### config.mk
export PLATFORM = sky130hd
export DESIGN_NAME = pipeline_hazard_controller
export DESIGN_NICKNAME = d
export VERILOG_FILES = /design/src/rtl/pipeline_hazard_controller.sv
export SDC_FILE = /design/constraint.sdc
export NUM_CORES = 1
export LEC_CHECK = 0
export CAP_MARGIN = 25
export CORE_MARGIN = 2
export CORE_UTILIZATION = 29
export CTS_CLUSTER_DIAMETER = 40
export DETAILED_ROUTE_END_ITERATION = 7
export GPL_TIMING_DRIVEN = 0
export PLACE_DENSITY = 0.59
export SETUP_SLACK_MARGIN = 0.4
export SYNTH_ARGS = -nofsm -noshare
export SYNTH_HDL_FRONTEND = slang
export SYNTH_SLANG_ARGS = --single-unit
### constraint.sdc
create_clock -name clk -period 4.3 [get_ports clk]
set_input_delay 0.86 -clock clk [delete_from_list [all_inputs] [get_ports clk]]
set_output_delay 0.86 -clock clk [all_outputs]
set_load 0.01 [all_outputs]
### src/rtl/pipeline_hazard_controller.sv
// Stall/flush sequencer for the 5-stage core: load-use, redirects, multicycle EX ops, blocking IO.
// All pipeline controls are combinational; only the EX-stall FSM and the stall counter are registered.
module pipeline_hazard_controller #(
    parameter logic [1:0] LOAD_SRC    = 2'd1,
    parameter int         STALL_CNT_W = 32
) (
    input  logic                   clk,
    input  logic                   reset_n,
    input  logic [4:0]             id_rs1_address,
    input  logic [4:0]             id_rs2_address,
    input  logic                   id_uses_rs1,
    input  logic                   id_uses_rs2,
    input  logic [4:0]             ex_rd_address,
    input  logic                   ex_reg_write_enable,
    input  logic [1:0]             ex_reg_write_data_src,
    input  logic                   ex_redirect,
    input  logic                   ex_mc_op,
    input  logic                   mc_done,
    input  logic                   ex_stdin_read_enable,
    input  logic                   stdin_valid,
    input  logic                   ex_stdout_write_enable,
    input  logic                   stdout_ready,
    output logic                   pc_write_enable,
    output logic                   if_id_write_enable,
    output logic                   if_id_flush,
    output logic                   id_ex_write_enable,
    output logic                   id_ex_flush,
    output logic                   ex_mem_flush,
    output logic                   mc_start,
    output logic [STALL_CNT_W-1:0] stall_cycles
);

    typedef enum logic {RUN = 1'b0, MC_WAIT = 1'b1} state_e;

    state_e                 state_q, state_d;
    logic [STALL_CNT_W-1:0] stall_cnt_q, stall_cnt_d;
    logic                   ex_stall;
    logic                   load_use;
    logic                   rs1_hit, rs2_hit;

    assign rs1_hit  = id_uses_rs1 && (id_rs1_address == ex_rd_address);
    assign rs2_hit  = id_uses_rs2 && (id_rs2_address == ex_rd_address);
    assign load_use = ex_reg_write_enable && (ex_reg_write_data_src == LOAD_SRC) &&
                      (ex_rd_address != 5'd0) && (rs1_hit || rs2_hit);

    // A new multicycle op stalls on its issue cycle too: the result is not ready yet.
    assign ex_stall = ((state_q == RUN) && ex_mc_op) ||
                      ((state_q == MC_WAIT) && !mc_done) ||
                      (ex_stdin_read_enable && !stdin_valid) ||
                      (ex_stdout_write_enable && !stdout_ready);

    always_comb begin
        state_d = state_q;
        case (state_q)
            RUN:     if (ex_mc_op) state_d = MC_WAIT;
            MC_WAIT: if (mc_done)  state_d = RUN;
            default: state_d = RUN;
        endcase
    end

    always_comb begin
        stall_cnt_d = stall_cnt_q;
        if (ex_stall && (stall_cnt_q != {STALL_CNT_W{1'b1}}))
            stall_cnt_d = stall_cnt_q + 1'b1;
    end

    always_ff @(posedge clk or negedge reset_n) begin
        if (!reset_n) begin
            state_q     <= RUN;
            stall_cnt_q <= '0;
        end else begin
            state_q     <= state_d;
            stall_cnt_q <= stall_cnt_d;
        end
    end

    assign stall_cycles = stall_cnt_q;

    always_comb begin
        pc_write_enable    = 1'b0;
        if_id_write_enable = 1'b0;
        if_id_flush        = 1'b0;
        id_ex_write_enable = 1'b0;
        id_ex_flush        = 1'b0;
        ex_mem_flush       = 1'b0;
        mc_start           = 1'b0;
        if (reset_n) begin
            mc_start = (state_q == RUN) && ex_mc_op;
            if (ex_stall) begin
                ex_mem_flush = 1'b1;
            end else if (ex_redirect) begin
                // The ID instruction is squashed, so any load-use on it is moot.
                pc_write_enable    = 1'b1;
                if_id_write_enable = 1'b1;
                id_ex_write_enable = 1'b1;
                if_id_flush        = 1'b1;
                id_ex_flush        = 1'b1;
            end else if (load_use) begin
                id_ex_write_enable = 1'b1;
                id_ex_flush        = 1'b1;
            end else begin
                pc_write_enable    = 1'b1;
                if_id_write_enable = 1'b1;
                id_ex_write_enable = 1'b1;
            end
        end
    end

endmodule

; Word level (Yosys, flattened, before mapping)
; Cells that the tools add are included.
[word_totals]
register_bits = 33
latch_bits = 0
ram_bits = 0
mem_bits_ro = 0
out_inout_bits = 39
elab_cells = 45
n_memories = 0
[op_classes]
n_addsub = 1
n_mul = 0
div_mod_pow = 0
order_cmp = 0
n_eq_ne = 4
shifts = 0
n_mux = 19
bitwise = 1
reduce_logical = 18
[op_table]
columns = cell, n
row1 = 32-bit by 1-bit adder with 32-bit output (second input constant), 1
row2 = 32-bit inequality test (second input constant), 1
row3 = 1-bit two-way mux, 18
row4 = 5-bit equality test, 2
row5 = 1-bit logical AND, 10
row6 = 5-bit nonzero test, 1
row7 = 1-bit logical OR, 4
row8 = 1-bit logical NOT, 3
row9 = 2-bit by 1-bit equality test with 1-bit output (second input constant), 1
row10 = 1-bit one-hot mux with 2 select lines, 1
row11 = 1-bit inverter, 1

; Depth between registers and ports, before layout
[logic_depth]
depth_word = 8
ltp_mapped = 7
ltp_nobuf = 6

; Worst setup path before layout
; No wires, ideal clock.
[synth_timing]
path_type = input -> output
start = in ex_mc_op
end = out pc_write_enable
arrival_time_ns = 2.141
t_required_ns = 3.440
setup_slack_ns = 1.299
path_stages = 7
path_cell_list = nor2b_1 > or2_2 > nor3_1 > nand2_1 > inv_1 > o21a_1 > buf_4
[synth_between]
elab_chain_len = 6
[synth_lines]
columns = element, line_no
row1 = "start, declared", 17  ; input logic ex_mc_op,
row2 = 1-bit logical AND, 47  ; assign ex_stall = ((state_q == RUN) && ex_mc_op) ||
row3 = 1-bit logical OR, 47
row4 = 1-bit logical OR, 48  ; ((state_q == MC_WAIT) && !mc_done) ||
row5 = 1-bit logical OR, 49  ; (ex_stdin_read_enable && !stdin_valid) ||
row6 = 1-bit two-way mux (2 in series), n/a
row7 = "end, declared", 23  ; output logic pc_write_enable,
; No other way between the ends.

; Worst setup path in the final report
[layout_timing]
start = in ex_rd_address[0]
end = out pc_write_enable
[layout_between]
elab_chain_len = 8
word_cells_on_any_way = 12
classes_between = 2 x eq/ne / 4 x mux / 6 x reduce/logical
[layout_lines]
columns = element, line_no
row1 = "start, declared", 13  ; input logic [4:0] ex_rd_address,
row2 = "5-bit equality test, on equally long branches", "41, 42"
row3 = "1-bit logical AND, on equally long branches", "41, 42"
row4 = 1-bit logical OR, 44  ; (ex_rd_address != 5'd0) && (rs1_hit || rs2_hit);
row5 = 1-bit logical AND *, 44
row6 = 1-bit two-way mux *, 98  ; end else if (load_use) begin
row7 = 1-bit two-way mux *, 91  ; end else if (ex_redirect) begin
row8 = 1-bit two-way mux *, 89  ; if (ex_stall) begin
row9 = 1-bit two-way mux *, 87  ; if (reset_n) begin
; Every way passes the cells marked *; elsewhere a longest branch is shown, timed or not.

==> flow_metrics.tcl <==
set metrics [dict create \
    status "finished clean" \
    seq_area_um2 826 \
    setup_viol 0 \
    reg2reg_depth 6 \
    postRouteAntennaNets 0 \
    grt_max_degree 37 \
    fp.dieW_um 83.5 \
    path_clk_slew_ps 60 \
    cts_buffers 5 \
    clk-insertion-delay-late_ps 290 \
    multi_input_area_um2 1000 \
    cts_sinks 33 \
    vias 1574 \
    internal_power_uw 629 \
    hold_ws_ps 517 \
    firstDrtPassIters 4 \
    place_congestion 0.729 \
    mostFrequentLayoutCells "clkdlybuf4s50_1 (66), dfrtp_1 (33), xnor2_1 (24), xor2_1 (16), nand4_1 (16)" \
    regToRegSetupSlack_ps 2100 \
    period_needed_ps 3780 \
    p_leak_nw 1.06 \
    rsz0062_at_grt "no" \
    hold_end "stall_cycles[0]" \
    area_growth_pct 48.1 \
    rows 28 \
    finClkSkew_ps 5.68 \
    min_from "stall_cycles[0]" \
    wl_um 4440 \
    yosysTopAreaCell "dfrtp_1" \
    cts_root_buf "clkbuf_8" \
    worstSetupPathType "primary input to primary output" \
    place_hpwl_um 3360 \
    cts_tree "built" \
    drive_above_1_share_pct 10.0 \
    drcViolationCount 0 \
    initial_utilization_pct 30.4 \
    power.share.clock_pct 28.5 \
    p_per_area_nw_per_um2 335 \
    io_buffers 67 \
    nFillCells 603 \
    slew_violations 0 \
    cp-end-kind "primary output" \
    required_ps 3440 \
    synth_cell_type_count 36 \
    r2r_end "stall_cycles[1]" \
    worst_slack_ps 518 \
    antenna_cells 0 \
    clock_path_buffers 2 \
    seq_area_frac_synth_pct 45.1 \
    maxCapViolations 0 \
    grt_pass1_vias 1584 \
    finalCritPeriodShare_pct 88.0 \
    synth_nets 204 \
    core_um2 6030 \
    rr_startpoint "stall_cycles[0]" \
    critPathArrivalTime_ps 2920 \
    worst_slew_pin_slew_ps 811 \
    sw_frac_of_total_pct 30.7 \
    critPathMaxFanout 3 \
    viasPerCell 4.86 \
    timing.fmax_mhz 264 \
    syn_area_um2 1830 \
    synth_seq_cells 33 \
    synth_top_area_share_pct 45.1 \
    die-height_um 83.5 \
    gr-total-overflow 0 \
    wl_per_cell_um 13.7 \
    whs_path_depth 1 \
    antenna_found_initial 0 \
    gr-usage-all-layers_pct 13.1 \
    hold_viol 0 \
    final_common_cell "clkdlybuf4s50_1" \
    drtIter0Drc 55 \
    postSynthAreaPerCell_um2 10.5 \
    dieArea_um2 6970 \
    vdd_ir_drop_max_mv 0.244 \
    combPwrFrac_pct 28.4 \
    synthTopCellsByArea "dfrtp_1 (45%), xnor2_1 (11%), xor2_1 (7.7%), nand4_1 (5.5%), nand3_1 (3.6%)" \
    htree_levels 2 \
    hp-class "register to register" \
    final_nets 278 \
    io_pins 68 \
    grt_pass1_wl_um 7520 \
    power_frac_seq_pct 43.1 \
    post-place-ws_ps 321 \
    relSlewSlack_pct 45.2 \
    synthCells 174 \
    p_switching_uw 278 \
    crit_path_start_kind "primary input" \
    ys.warnings.count 0 \
]
-- synth_stat cells --
cell type and instances:
dfrtp_1 33, xnor2_1 24, nand4_1 16, xor2_1 16, nand2_1 15, nand3_1 13, nor2_1 6, nor2b_1 5
nor4_1 5, and2_1 4, and3_1 4, inv_1 3, nor3_1 3, and4_1 2, mux2_2 2, nor4_2 2
or4_1 2, a2111oi_4 1, a211oi_1 1, a21o_1 1, a21oi_1 1, a31oi_1 1, buf_4 1, clkbuf_1 1
ha_1 1, nand2b_1 1, nand4_2 1, nor3_2 1, nor4_4 1, o21a_1 1, o21ai_0 1, o41ai_1 1
o41ai_2 1, or2_2 1, or4_4 1, or4b_1 1
-- routing by layer --
layer | GRT usage, % | up-vias | wire length [µm]
met1 | 17.6 | 734 | 2060
li1 | - | 776 | -
met5 | 0 | - | 0
met4 | 3.96 | 0 | 63
met2 | 19.9 | 57 | 1980
met3 | 4.45 | 7 | 326
-- final cells by class --
class | count | share of cell area [%]
inverters | 3 | 0.415
flip-flops and latches | 33 | 30.4
plain buffers | 2 | 0.415
well taps | 75 | 3.46
clock buffers | 7 | 3.55
multi-input cells | 136 | 37.0
clock inverters | 1 | 0.185
repair buffers | 67 | 24.5
-- power by group through the flow --
stage / Clock (mW) / Sequential, mW / Combinational (mW)
global placement: 0 / 0.398 / 0.254
detailed placement: 0 / 0.397 / 0.257
floorplan: 0 / 0.404 / 0.110
finish: 0.258 / 0.391 / 0.258
CTS: 0.267 / 0.392 / 0.260
global route: 0.281 / 0.400 / 0.283
-- state kept, by name, indices dropped and copies added, names as in the netlist --
signal and cells:
stall_cycles 32, state_q 1
-- kinds of logic (layout without fill, tap and decap cells) --
kind of cell	count (synthesis)	after routing	share of synthesized area, %
mux	2	2	1.23
simple gates	84	84	27.7
fa+ha+maj	1	1	0.683
compound gates	9	9	4.99
flops	33	33	45.1
buf+inv	5	80	1.23
xor+xnor	40	40	19.1
-- metrics by stage --
step / std cells / area [µm²] / TNS (ps) / total power, mW / utilization [%]
after floorplan: 174 / 1830 / 0 / 0.515 / -
after global placement: 316 / 2600 / -401 / 0.652 / 43.1
after detailed placement: 316 / 2590 / 0 / 0.654 / 43.0
after CTS: 324 / 2700 / 0 / 0.919 / 44.8
after global routing: 324 / 2710 / 0 / 0.964 / 45.0
final: 324 / 2710 / 0 / 0.907 / 45.0
-- worst max path at each step --
stage / startpoint / end / slack [ps] / cells past startpoint
floorplan: ex_mc_op / pc_write_enable / 1300 / 7
global placement: reset_n / pc_write_enable / -200 / 6
detailed placement: ex_mc_op / pc_write_enable / 320 / 9
CTS: ex_mc_op / pc_write_enable / 400 / 9
global route: ex_rd_address[0] / pc_write_enable / 400 / 8
finish: ex_rd_address[0] / pc_write_enable / 520 / 8
-- critical path: stages --
cell	delay, ps
clkdlybuf4s50_1	470
xor2_1	200
nor4_2	310
nand3_1	110
a21o_1	200
o21a_1	180
buf_4	120
clkdlybuf4s50_1	460
-- timing repair --
item / 4_1_cts / 5_1_grt
hold buffers: 0 / 0
pin swaps: 0 / 1
endpoints found under the hold margin: 0 / 0
setup buffers: 0 / 0
setup endpoints to repair: 2 / 3
gates resized for setup: 1 / 4
Power figures use the tool's default switching activity.
